### config.mk
export PLATFORM = sky130hd
export DESIGN_NAME = ifetch_flat
export DESIGN_NICKNAME = d
export VERILOG_FILES = /design/src/rtl/ifetch_if.sv /design/src/rtl/ifetch.sv /design/src/flat_wrapper.sv
export SDC_FILE = /design/constraint.sdc
export NUM_CORES = 1
export LEC_CHECK = 0
export ABC_AREA = 1
export BUFFER_PORTS_ARGS = -buffer_cell sky130_fd_sc_hd__buf_2
export CAP_MARGIN = 20
export CORE_MARGIN = 4
export CORE_UTILIZATION = 50
export CTS_CLUSTER_DIAMETER = 80
export DETAILED_ROUTE_END_ITERATION = 8
export GPL_TIMING_DRIVEN = 0
export MAX_ROUTING_LAYER = met4
export PLACE_DENSITY = 0.7
export SLEW_MARGIN = 0
export SYNTH_ARGS = -nofsm -noshare
export SYNTH_HDL_FRONTEND = slang
export SYNTH_SLANG_ARGS = --single-unit
### constraint.sdc
create_clock -name clk -period 13.54 [get_ports clk]
set_input_delay 2.031 -clock clk [delete_from_list [all_inputs] [get_ports clk]]
set_output_delay 2.031 -clock clk [all_outputs]
set_load 0.02 [all_outputs]
### src/rtl/ifetch_if.sv
// Fetch unit bus bundle: ROM request/response, redirect and decoder-side queue head.
interface ifetch_if;
    logic [15:0] iread_addr;
    logic [23:0] iread_data;
    logic        iread_valid;
    logic        redirect;
    logic [15:0] redirect_pc;
    logic [1:0]  consume;
    logic [23:0] out_bytes;
    logic [4:0]  out_count;
    logic [15:0] pc;

    modport master (
        output iread_addr, out_bytes, out_count, pc,
        input  iread_data, iread_valid, redirect, redirect_pc, consume
    );

    modport slave (
        input  iread_addr, out_bytes, out_count, pc,
        output iread_data, iread_valid, redirect, redirect_pc, consume
    );
endinterface

### src/rtl/ifetch.sv
// Instruction fetch byte queue: 3-byte ROM fetches feeding a variable-length decoder.
// Optional IFETCH_PERF_EN adds perf_fetches / perf_stalls counters.
module ifetch #(
    parameter logic [15:0] RESET_PC = 16'h4000,
    parameter int          DEPTH    = 8
) (
    input  logic        clk,
    input  logic        reset_n,
    ifetch_if.master    bus
`ifdef IFETCH_PERF_EN
    ,
    output logic [15:0] perf_fetches,
    output logic [15:0] perf_stalls
`endif
);

    localparam logic [5:0] DEPTH6 = 6'(DEPTH);

    logic [7:0]  qbuf_q [DEPTH];
    logic [7:0]  qbuf_d [DEPTH];
    logic [4:0]  count_q, count_d;
    logic [15:0] pc_q, pc_d;
    logic [15:0] fetch_q, fetch_d;
    logic [15:0] req_q, req_d;
    logic        issue_q, issue_d;

    logic [4:0]  eff;
    logic [4:0]  keep;
    logic [5:0]  need;
    logic        cap, lost, issue;

    always_comb begin
        eff  = ({3'b0, bus.consume} > count_q) ? count_q : {3'b0, bus.consume};
        keep = count_q - eff;
        cap  = issue_q && bus.iread_valid && !bus.redirect;
        lost = issue_q && !bus.iread_valid && !bus.redirect;
        need = 6'(keep) + (cap ? 6'd3 : 6'd0) + 6'd3;
        issue = !bus.redirect && !lost && (need <= DEPTH6);
    end

    // Head shifts down by the consumed amount; a capture lands right after the survivors.
    always_comb begin
        for (int i = 0; i < DEPTH; i++) begin
            int src;
            int lane;
            src  = i + int'(eff);
            lane = i - int'(keep);
            qbuf_d[i] = (src < DEPTH) ? qbuf_q[src] : 8'h00;
            if (cap && lane >= 0 && lane < 3)
                qbuf_d[i] = bus.iread_data[lane*8 +: 8];
        end
    end

    always_comb begin
        count_d = keep + (cap ? 5'd3 : 5'd0);
        pc_d    = pc_q + 16'(eff);
        fetch_d = fetch_q;
        req_d   = req_q;
        issue_d = issue;
        if (bus.redirect) begin
            count_d = 5'd0;
            pc_d    = bus.redirect_pc;
            fetch_d = bus.redirect_pc;
        end else if (lost) begin
            fetch_d = req_q;
        end else if (issue) begin
            fetch_d = fetch_q + 16'd3;
            req_d   = fetch_q;
        end
    end

    always_ff @(posedge clk or negedge reset_n) begin
        if (!reset_n) begin
            for (int i = 0; i < DEPTH; i++)
                qbuf_q[i] <= 8'h00;
            count_q <= 5'd0;
            pc_q    <= RESET_PC;
            fetch_q <= RESET_PC;
            req_q   <= RESET_PC;
            issue_q <= 1'b0;
        end else begin
            for (int i = 0; i < DEPTH; i++)
                qbuf_q[i] <= qbuf_d[i];
            count_q <= count_d;
            pc_q    <= pc_d;
            fetch_q <= fetch_d;
            req_q   <= req_d;
            issue_q <= issue_d;
        end
    end

    // Lanes past the valid count read as zero so the decoder never sees stale bytes.
    always_comb begin
        for (int i = 0; i < 3; i++)
            bus.out_bytes[i*8 +: 8] = (count_q > 5'(i)) ? qbuf_q[i] : 8'h00;
    end

    assign bus.iread_addr = fetch_q;
    assign bus.out_count  = count_q;
    assign bus.pc         = pc_q;

    always_ff @(posedge clk) begin
        if (reset_n && !bus.redirect)
            assert ({3'b0, bus.consume} <= count_q)
            else $warning("ifetch: consume %0d clamped to %0d", bus.consume, count_q);
    end

`ifdef IFETCH_PERF_EN
    logic [15:0] fetches_q, stalls_q;

    always_ff @(posedge clk or negedge reset_n) begin
        if (!reset_n) begin
            fetches_q <= 16'd0;
            stalls_q  <= 16'd0;
        end else begin
            if (cap)
                fetches_q <= fetches_q + 16'd1;
            if (count_q == 5'd0 && !bus.redirect)
                stalls_q <= stalls_q + 16'd1;
        end
    end

    assign perf_fetches = fetches_q;
    assign perf_stalls  = stalls_q;
`endif

endmodule

### src/flat_wrapper.sv
// flat-port wrapper written by rule: the top's interface ports become plain ports
module ifetch_flat 
#(
    parameter logic [15:0] RESET_PC = 16'h4000,
    parameter int          DEPTH    = 8
)
  (clk, reset_n, bus_iread_addr, bus_out_bytes, bus_out_count, bus_pc, bus_iread_data, bus_iread_valid, bus_redirect, bus_redirect_pc, bus_consume);
  ifetch_if bus_i ();
  input  logic clk;
  input  logic reset_n;
  output wire logic [$bits(bus_i.iread_addr)-1:0] bus_iread_addr;
  output wire logic [$bits(bus_i.out_bytes)-1:0] bus_out_bytes;
  output wire logic [$bits(bus_i.out_count)-1:0] bus_out_count;
  output wire logic [$bits(bus_i.pc)-1:0] bus_pc;
  input wire logic [$bits(bus_i.iread_data)-1:0] bus_iread_data;
  input wire logic [$bits(bus_i.iread_valid)-1:0] bus_iread_valid;
  input wire logic [$bits(bus_i.redirect)-1:0] bus_redirect;
  input wire logic [$bits(bus_i.redirect_pc)-1:0] bus_redirect_pc;
  input wire logic [$bits(bus_i.consume)-1:0] bus_consume;
  assign bus_iread_addr = bus_i.iread_addr;
  assign bus_out_bytes = bus_i.out_bytes;
  assign bus_out_count = bus_i.out_count;
  assign bus_pc = bus_i.pc;
  assign bus_i.iread_data = bus_iread_data;
  assign bus_i.iread_valid = bus_iread_valid;
  assign bus_i.redirect = bus_redirect;
  assign bus_i.redirect_pc = bus_redirect_pc;
  assign bus_i.consume = bus_consume;
  ifetch #(.RESET_PC(RESET_PC), .DEPTH(DEPTH)) u_core (.clk(clk), .reset_n(reset_n), .bus(bus_i));
endmodule
==> results.json <==
{
  "status": "finished clean",
  "hold_buffers": 0,
  "clock-sinks": 118,
  "worst_slew_pin_slew_ns": 0.9483,
  "cp-end-kind": "flop",
  "slowest_delay_ns": 0.59,
  "grt_start_max_net_pins": 85,
  "slew_viol_final": 0,
  "h-tree-depth": 4,
  "cts-root-buf": "clkbuf_16",
  "clkLatencyLatePin_ns": 0.43,
  "ys_types": 48,
  "dpl.hpwl_um": 30170,
  "num_io_pins": 107,
  "avgSynthCellArea_um2": 6.357,
  "relSlewSlack": 0.3643,
  "cts_setup_buffers": 0,
  "ff2ff_path_depth": 23,
  "vias": 11290,
  "path_clk_slew_ns": 0.06,
  "drc_errors": 0,
  "period_needed_ns": 7.086,
  "synth_edf_count": 0,
  "crit_required_ns": 13.91,
  "path_cells": "buf_2 > inv_1 > ha_1 > nand2_1 > nand4_2 > nand2_4 > buf_4 > ha_1 > fa_1 > buf_2 > inv_1 > clkbuf_1 > ha_1 > inv_1 > ha_1 > ha_1 > or3_1 > o21ai_2 > nand2_2 > nand2_4 > buf_4 > nand2_1 > nand2_1",
  "floorplan.die.height_um": 147.0,
  "tritoncts": "built",
  "async_reset_ff_frac": 1.000,
  "rrSetupSlack_ns": 7.58,
  "cp_max_fo": 14,
  "wl_per_cell_um": 20.11,
  "synth_warnings": 0,
  "numCtsBuffers": 17,
  "antenna_left": 0,
  "synth_area_um2": 9663,
  "grt_usage": 0.3617,
  "setup_viol": 0,
  "finalHoldViolCount": 0,
  "period_share": 0.5233,
  "hold_ws_ns": 0.4724,
  "portBuffers": 105,
  "critPathKind": "input port to flop",
  "drive_above_1_share": 0.1320,
  "dr.pass1.iters": 7,
  "multi_input_area_um2": 5803,
  "cap_violations": 0,
  "finalNonFillerCells": 1931,
  "cts_max_path_buffers": 2,
  "first_iter_violations": 1237,
  "final_area_um2": 11210,
  "syn2layout_area_growth_pct": 16.03,
  "cp-start-kind": "input port",
  "placed_area_um2": 10590,
  "critPathSlowestCell": "clkbuf_1",
  "fmax_mhz": 141.1,
  "dieArea_um2": 21610,
  "nNetsFinal": 1736,
  "start_util": 0.5132,
  "gp_congestion": 1.027,
  "grt_pass1_wl_um": 58220,
  "fin_worst_skew_ns": 0.01053,
  "rsz0062_at_grt": "no",
  "min_path_type": "flop to flop",
  "path_common_cell": "ha_1",
  "n_fill_cell": 1876,
  "synth_ff_type": "dfrtp_1",
  "grt_overflow_total": 0,
  "hold_depth": 2,
  "die_w_um": 147.0,
  "core_region_area_um2": 18830,
  "synthCells": 1520,
  "grt_pass1_vias": 10310,
  "seqCellArea_um2": 2957,
  "dp_cells": 1896,
  "vias_per_cell": 5.845,
  "antenna_found_initial": 4,
  "rows": 50,
  "wl_um": 38840,
  "synth_seq_cells": 118,
  "yosysSeqAreaShare": 0.3060,
  "finalSetupTns_ns": 0,
  "crit_arrival_ns": 7.46,
  "post_cts_resized": 0
}
sequential cells by signal, summed over array words and instances (netlist names):
signal,count
u_core.qbuf_q,64
u_core.bus.iread_addr,16
u_core.bus.pc,16
u_core.req_q,16
u_core.bus.out_count,5
u_core.issue_q,1
final timing paths:
path	start	endpoint
max in group asynchronous	reset_n	u_core.req_q[14]
min in group asynchronous	reset_n	u_core.bus.pc[3]
worst max register to register	u_core.bus.out_count[1]	u_core.bus.iread_addr[11]
worst min-delay path	u_core.req_q[14]	u_core.req_q[14]
worst min register to register	u_core.req_q[14]	u_core.req_q[14]
worst max-delay path	bus_consume[0]	u_core.bus.iread_addr[11]
metal layers:
metal	global-route usage	vias to the layer above	wire length (um)
li1	-	5265	-
met1	0.4667	5278	15890
met2	0.5324	619	17090
met3	0.1209	124	4439
met4	0.1300	0	1420
met5	-	-	0
through the flow:
stage	util	worst slack [ns]
6_report	0.5954	6.454
5_1_grt	0.5954	6.241
4_1_cts	0.5949	6.535
3_5_place_dp	0.5621	6.118
3_3_place_gp	0.5603	6.143
2_1_floorplan	-	7.344
cells in the mapped netlist, drive strengths merged (4+ instances only):
library cell | instances | area [um2]
nor3 | 9 | 50.05
xor2 | 12 | 131.4
o211ai | 4 | 30.03
o22ai | 24 | 150.1
dfrtp | 115 | 2878
nand2 | 500 | 1932
buf | 42 | 220.2
nand4 | 10 | 75.07
a21oi | 38 | 197.7
clkbuf | 29 | 108.9
nand3 | 367 | 1859
nor2 | 53 | 241.5
o21ai | 94 | 489.2
inv | 160 | 600.6
ha | 32 | 400.4
cells in the final DEF, fill, tap and decap left out, types with 4 or more instances in the layout:
cell type  instances
buf_2            130
ha_1              32
o21ai_1           16
o211ai_1           4
clkbuf_16         17
nand2_2            7
inv_1            152
a21oi_1           36
nand2_1          488
xor2_1            10
o21ai_0           75
diode_2            4
clkinv_4           4
o22ai_1           24
inv_2              8
buf_1              9
clkbuf_1          30
nand3_1          364
nand2_4            5
nor2_2            11
nand4_1            8
dfrtp_1          115
buf_4              6
nor2_1            40
nor3_1             8
conb_1            12
area by class of cell:
class | count | share of cell area
multi-input cells | 1178 | 0.5176
flip-flops and latches | 118 | 0.2637
inverters | 163 | 0.05457
repair buffers | 106 | 0.04988
clock buffers | 21 | 0.04196
plain buffers | 71 | 0.02935
well taps | 260 | 0.02901
clock inverters | 10 | 0.01306
diodes | 4 | 0.0008928
cell families after synthesis:
group           count (synthesis)  synth area share
compound gates                169           0.09634
xor+xnor                       14           0.01541
flops                         118            0.3060
other cells                     2         0.0007772
fa+ha+maj                      35           0.04765
simple gates                  948            0.4365
buf+inv                       234           0.09737
critical path: cells and delay by family:
family	cells	cell delay (ns)
buf+inv	8	1.84
compound gates	1	0.13
simple gates	8	1.59
fa+ha+maj	6	1.83
Power is not shown: default switching activity piles up to over one toggle a cycle in this logic, so the estimate is an artifact.
